$ cat config.mk
export PLATFORM = sky130hd
export DESIGN_NAME = req_enc16_4_flat
export DESIGN_NICKNAME = d
export VERILOG_FILES = /design/src/rtl/req_enc16_4_if.sv /design/src/rtl/req_enc16_4.sv /design/src/flat_wrapper.sv
export SDC_FILE = /design/constraint.sdc
export NUM_CORES = 1
export LEC_CHECK = 0
export CELL_PAD_IN_SITES_DETAIL_PLACEMENT = 1
export CELL_PAD_IN_SITES_GLOBAL_PLACEMENT = 1
export CORE_MARGIN = 2
export CORE_UTILIZATION = 37
export DETAILED_ROUTE_END_ITERATION = 10
export HOLD_SLACK_MARGIN = 0.12
export PLACE_DENSITY = 0.95
export SLEW_MARGIN = 0
export SYNTH_ARGS = -nofsm -noshare
export SYNTH_HDL_FRONTEND = slang
export SYNTH_SLANG_ARGS = --single-unit
$ cat constraint.sdc
create_clock -name clk -period 6.6 [get_ports clk]
set_input_delay 0.99 -clock clk [delete_from_list [all_inputs] [get_ports clk]]
set_output_delay 0.99 -clock clk [all_outputs]
set_load 0.01 [all_outputs]
$ cat src/rtl/req_enc16_4_if.sv
// ---------------------------------------------------------------------------
// req_enc16_4_if
//   Bundles the request/handshake/status signals of the 16-to-4 request
//   encoder so the producer and the encoder share one port.
//
//   Signals
//     en       block enable (0 = no capture, no service)
//     req      N request bits, sampled every clock edge while en=1
//     ack      consumer accepts the presented code (valid & ack = transfer)
//     code     index of the priority pending bit, 0 when valid=0
//     valid    en & |pend
//     pend     pending register
//     count    population count of pend
//     dropped  one-cycle pulse: a request hit an already-pending bit
//
//   Modports
//     master   drives en/req/ack, observes the encoder outputs
//     slave    the encoder side
// ---------------------------------------------------------------------------
interface req_enc16_4_if #(
    parameter int N = 16
);
    localparam int W  = $clog2(N);
    localparam int CW = $clog2(N + 1);

    logic          en;
    logic [N-1:0]  req;
    logic          ack;
    logic [W-1:0]  code;
    logic          valid;
    logic [N-1:0]  pend;
    logic [CW-1:0] count;
    logic          dropped;

    modport master (
        output en, req, ack,
        input  code, valid, pend, count, dropped
    );

    modport slave (
        input  en, req, ack,
        output code, valid, pend, count, dropped
    );
endinterface

$ cat src/rtl/req_enc16_4.sv
// ---------------------------------------------------------------------------
// req_enc16_4
//   Sequential 16-to-4 request encoder (reverse path of dec4_16).
//   Request bits are accumulated into a pending register; the priority
//   pending index is presented as a binary code with a valid/ack handshake
//   and one index is retired per accepted transfer.
//
//   Ports
//     clk      system clock, rising edge
//     reset    asynchronous, active-high; clears pend and dropped
//     bus      req_enc16_4_if.slave: en, req, ack in; code, valid, pend,
//              count, dropped out
//
//   Parameters
//     N          number of request lines (16)
//     HIGH_FIRST 1: highest set index has priority, 0: lowest set index
// ---------------------------------------------------------------------------
module req_enc16_4 #(
    parameter int N          = 16,
    parameter bit HIGH_FIRST = 1'b1
) (
    input  logic         clk,
    input  logic         reset,
    req_enc16_4_if.slave bus
);
    localparam int W  = $clog2(N);
    localparam int CW = $clog2(N + 1);

    logic [N-1:0]  pend_q;
    logic          dropped_q;

    logic [W-1:0]  sel_idx;
    logic [CW-1:0] pop_cnt;
    logic          valid_c;
    logic          xfer;
    logic [N-1:0]  clr;
    logic [N-1:0]  cap;

    // Priority select. The loop runs towards the winning end so the last
    // match seen is the one that sticks.
    // NOTE: every always_comb output gets a default before any branch, so no
    // path can leave it holding its old value and infer a latch.
    always_comb begin
        sel_idx = '0;
        if (HIGH_FIRST) begin
            for (int i = 0; i < N; i++) begin
                if (pend_q[i]) sel_idx = W'(i);
            end
        end else begin
            for (int i = N - 1; i >= 0; i--) begin
                if (pend_q[i]) sel_idx = W'(i);
            end
        end
    end

    always_comb begin
        pop_cnt = '0;
        for (int i = 0; i < N; i++) begin
            pop_cnt = pop_cnt + CW'(pend_q[i]);
        end
    end

    assign valid_c = bus.en & (|pend_q);
    assign xfer    = valid_c & bus.ack;
    assign cap     = bus.en ? bus.req : '0;

    // One-hot clear of the presented index, only on an accepted transfer.
    always_comb begin
        clr = '0;
        for (int i = 0; i < N; i++) begin
            clr[i] = xfer && (sel_idx == W'(i));
        end
    end

    // A re-request of the bit being cleared this edge wins and is not a drop.
    // NOTE: state registers use non-blocking assignments so every flop samples
    // the pre-edge values, independent of statement order.
    // NOTE: all state is cleared by the asynchronous reset; there is no memory
    // array here that would need to be left out of the reset.
    always_ff @(posedge clk or posedge reset) begin
        if (reset) begin
            pend_q    <= '0;
            dropped_q <= 1'b0;
        end else begin
            pend_q    <= (pend_q & ~clr) | cap;
            dropped_q <= |(cap & pend_q & ~clr);
        end
    end

    assign bus.code    = valid_c ? sel_idx : '0;
    assign bus.valid   = valid_c;
    assign bus.pend    = pend_q;
    assign bus.count   = pop_cnt;
    assign bus.dropped = dropped_q;

endmodule

$ cat src/flat_wrapper.sv
// flat-port wrapper written by rule: the top's interface ports become plain ports
module req_enc16_4_flat 
#(
    parameter int N          = 16,
    parameter bit HIGH_FIRST = 1'b1
)
  (clk, reset, bus_en, bus_req, bus_ack, bus_code, bus_valid, bus_pend, bus_count, bus_dropped);
  req_enc16_4_if #(.N(N)) bus_i ();
  input  logic clk;
  input  logic reset;
  input wire logic [$bits(bus_i.en)-1:0] bus_en;
  input wire logic [$bits(bus_i.req)-1:0] bus_req;
  input wire logic [$bits(bus_i.ack)-1:0] bus_ack;
  output wire logic [$bits(bus_i.code)-1:0] bus_code;
  output wire logic [$bits(bus_i.valid)-1:0] bus_valid;
  output wire logic [$bits(bus_i.pend)-1:0] bus_pend;
  output wire logic [$bits(bus_i.count)-1:0] bus_count;
  output wire logic [$bits(bus_i.dropped)-1:0] bus_dropped;
  assign bus_i.en = bus_en;
  assign bus_i.req = bus_req;
  assign bus_i.ack = bus_ack;
  assign bus_code = bus_i.code;
  assign bus_valid = bus_i.valid;
  assign bus_pend = bus_i.pend;
  assign bus_count = bus_i.count;
  assign bus_dropped = bus_i.dropped;
  req_enc16_4 #(.N(N), .HIGH_FIRST(HIGH_FIRST)) u_core (.clk(clk), .reset(reset), .bus(bus_i));
endmodule
# ---- After elaboration in Yosys (flattened, before gate mapping)
# Index checks and enable logic that the tools add are counted.
dict set report totals {
  register_bits 17
  in_bits 20
  out_inout_bits 27
  elab_cells 75
}
dict set report classes {
  n_addsub 15
  n_eq_ne 15
  n_mux 17
  bitwise_logic 7
  reduce_logical 19
}
# cell n
set ops {}
lappend ops {{adder 5 x 1 -> 5 bit} 14}
lappend ops {{AND 16 bit} 3}
lappend ops {{2-to-1 mux 4 bit} 9}
lappend ops {{equality test 4 bit (second input constant)} 8}
lappend ops {{OR reduction 16 bit} 2}
lappend ops {{equality test 4 x 3 -> 1 bit (second input constant)} 4}
lappend ops {{logical AND 1 bit} 16}
lappend ops {{2-to-1 mux 16 bit} 1}
lappend ops {{inverter 16 bit} 1}
lappend ops {{bitwise OR 16 bit} 1}
lappend ops {{2-to-1 mux 3 bit} 4}
lappend ops {{equality test 4 x 2 -> 1 bit (second input constant)} 2}
lappend ops {{equality test 4 x 1 -> 1 bit (second input constant)} 1}
lappend ops {{logical NOT 4 bit} 1}
lappend ops {{2-to-1 mux 2 bit} 2}
lappend ops {{adder 1 x 1 -> 2 bit} 1}
lappend ops {{AND 1 bit} 2}
lappend ops {{2-to-1 mux 1 bit} 1}

# ---- Longest topological paths before layout
dict set report logic_depth {
  ltp_word 20
  ltp_mapped 12
}

# ---- Worst setup path after synthesis
# No wires, ideal clock.
dict set report synth_path {
  path_kind {reg-to-output}
  start {reg u_core.pend_q[0], in the netlist u_core.bus.pend[0]}
  end {out bus_count[2]}
  arrival_time_ns 3.743
  path_slack_ns 1.867
  path_stages_with_launch 12
  path_buffers 0
  path_cell_list {dfrtp_1 > inv_1 > ha_1 > inv_1 > fa_1 > fa_1 > fa_1 > fa_1 > inv_1 > fa_1 > fa_1 > xor2_1}
}
dict set report synth_between {
  elab_chain_cells 15
}
# element line
set synth_lines {}
lappend synth_lines {{start, declared} req_enc16_4.sv:29} ;# logic [N-1:0] pend_q;
lappend synth_lines {{start signal, assigned} req_enc16_4.sv:85} ;# pend_q <= (pend_q & ~clr) | cap;
lappend synth_lines {{adder 1 x 1 -> 2 bit} req_enc16_4.sv:59} ;# pop_cnt = pop_cnt + CW'(pend_q[i]);
lappend synth_lines {{adder 5 x 1 -> 5 bit (14 in a row)} req_enc16_4.sv:59}
lappend synth_lines {{end, declared} flat_wrapper.sv:17} ;# output wire logic [$bits(bus_i.count)-1:0] bus_count;
# No other way between the ends.

# ---- Final worst setup path
# Ends and elaborated chain as after synthesis.

==> impl_metrics.ini <==
[drt]
routed_via_density = 5.73
wl_per_cell_um = 18.5
drt_drc_violations_left = 0
drt_first_pass_iters = 4
ant_nets = 0
wl_met2_um = 2570
drt_iter0_markers = 121
route.top_layer_used = met4
dr_total_vias = 1605
met3_length_um = 304
wl_um = 5170
wl_met1_um = 2120

[critical_path]
startpoint_type = register
cp_max_fo = 4
worst-path-buf-inv = 4
critPathArrivalTime_ns = 4.57
cpPeakStageDelay_ns = 0.55
critical-path-slowest-cell = fa_1
worstPathCellList = inv_1, ha_1, inv_1, fa_1, fa_1, fa_1, fa_1, inv_1, fa_1, fa_1, xor2_1, clkdlybuf4s50_1
path_delay_family = adder cells
cp_common_cell = fa_1
crit_type = reg2out
crit_required_ns = 5.61
end_kind = output port

[cells_and_area]
antenna_cells = 0
final_nets = 268
syn_to_final_growth_pct = 34.1
finish.utilization_pct = 52.2
drive_gt1_share_pct = 4.78

[timing]
fin_ws_ns = 1.04
maxSlewViolCount = 0
finalClockSkew_ns = 0.00124
rsz0062_at_grt = no
fmax_mhz = 180
slew_headroom_pct = 49.4
period_share_pct = 84.3
fin_tns_setup_ns = 0
setup_violations = 0
hold_viol = 0
holdWs_ns = 0.662
tightestPinTransition_ns = 0.757
fin_crit_ns = 5.56

[die]
rows = 23
dieHeight_um = 69.1
pin_count = 47
die_w_um = 69.1
core_um2 = 4030
floorplan.die_area_um2 = 4770
floorplan.initialDensity_pct = 38.9

[cts]
numCtsBuffers = 3
max-clock-path-buffers = 2
cts.sinks = 17
worstSkewPairLatency_ns = 0.26
postCtsSetupBuffers = 0
root_buffer = clkbuf_8
htree_num_levels = 1
cts.clk_slew.worst_paths_ns = 0.07
ctsResizeCount = 0
holdBufCountCts = 0
cts_tree = yes

[synthesis]
synth_top_area_cell = dfrtp_1
synth_top_cells_by_count = nand2_1, inv_1, dfrtp_1
synth_nets = 222
synth_seq_cells = 17
yosys.area_share.simple_pct = 21.5
synthMuxAreaShare_pct = 0
ys.flop_type = dfrtp_1
synth-xor-area-share_pct = 1.12
synthArstFlopShare_pct = 100
yosysUniqueCellTypes = 49
synth_edf_count = 0
synth-compound-area-share_pct = 22.7
synthCells = 185
synth_top_family_by_area = compound AO/OA/AOI/OAI gates
synth_top_area_share_pct = 27.1
yosysWarnings = 0
netlist_area_um2 = 1570
yosysMostFrequentCell = nand2_1
synth_adder_area_share_pct = 18.4
yosysSeqAreaShare_pct = 27.1
avgSynthCellArea_um2 = 8.47
synth_area_leaders = dfrtp_1, fa_1, nand2_1

[global_routing]
antenna_found_initial = 0
grt_usage_pct = 23.1
grt_max_degree = 21
grt_first_pass_wirelength_um = 8800
grt-ovfl-total = 0
grt_pass1_vias = 1731

[hold_path]
hold_path_class = reg2reg

[placed_design]
dp_slack_ns = 1.30
gp_congestion = 0.898
hpwl_um = 4020
portBuffers = 46

[run_status]
status = finished clean

[flow_run]
cap_violations = 0

[pwr]
peakVddDrop_uv = 76.6
p_leak_nw = 0.932
cellPowerDensity_nw_per_um2 = 150
## worst register-to-register path: cells and delay by family, from the launching register on
kind / cells / cell delay (ns)
fa+ha+maj: 1 / 0.17
compound gates: 4 / 0.72
flops: 1 / 0.47
simple gates: 3 / 1.10
buf+inv: 1 / 0.18
## sequential cells by signal, summed over array words and instances, names as in the netlist
signal and flops:
u_core.bus.pend 16, u_core.bus.dropped 1
## power by group
part / switching, mW / internal, mW / leakage (nW)
logic: 0.0562 / 0.0629 / 0.750
clock network: 0.0423 / 0.0421 / 0.0255
registers: 0.00521 / 0.107 / 0.157
total: 0.104 / 0.212 / 0.932
## cells in the final DEF (no fill, tap or decap), types with 2 or more instances in the layout
cell type / count
nand3_1: 3
nor2_1: 14
nand2_1: 31
fa_1: 10
nor4_4: 2
clkbuf_8: 3
nor3_1: 3
o31ai_1: 2
inv_1: 29
o31a_1: 3
ha_1: 7
o21ai_0: 12
clkdlybuf4s50_1: 46
dfrtp_1: 17
a21oi_1: 8
o311ai_0: 2
o221ai_1: 2
o211ai_1: 2
nor2b_1: 3
a21o_1: 3
## per-layer routing
metal / GRT usage, % / vias up
met5: 0 / -
met4: 11.8 / 0
met3: 3.36 / 19
met2: 39.6 / 66
met1: 28.0 / 792
li1: - / 728
## per-stage QoR
step,instance area (µm²),cells,power [mW]
after floorplan,1570,185,0.175
after global placement,2060,276,0.226
after detailed placement,2060,276,0.233
after CTS,2100,280,0.319
after global routing,2100,280,0.334
final,2100,280,0.315
## final timing paths
| path | from | to | slack [ns] | cells after the start |
|---|---|---|---|---|
| hold reg to reg | u_core.bus.pend[15] | u_core.bus.pend[15] | 0.66 | 1 |
| setup / recovery | u_core.bus.pend[0] | bus_count[2] | 1.04 | 12 |
| setup reg to reg | u_core.bus.pend[12] | u_core.bus.dropped | 3.90 | 9 |
| max in group asynchronous | reset | u_core.bus.pend[11] | 5.02 | 2 |
| hold / removal | u_core.bus.pend[15] | u_core.bus.pend[15] | 0.66 | 1 |
| min in group asynchronous | reset | u_core.bus.pend[1] | 1.14 | 2 |
## cell type report
type                            count  area [µm²]
Fill cell                         496        1930
Inverter                           29         109
Clock buffer                        3        41.3
Multi-Input combinational cell    134         998
Clock inverter                      1        5.00
Timing Repair Buffer               46         460
Sequential cell                    17         425
Tap cell                           50        62.6
## cells by family (layout without fill, tap and decap cells)
logic type,Yosys count,in the layout
adder cells (fa/ha/maj),17,17
AND/OR/NAND/NOR,66,66
flip-flops,17,17
buffers and inverters,34,79
AO/OA/AOI/OAI,49,49
XOR/XNOR,2,2
No activity file was read; power rests on OpenSTA's default activity.
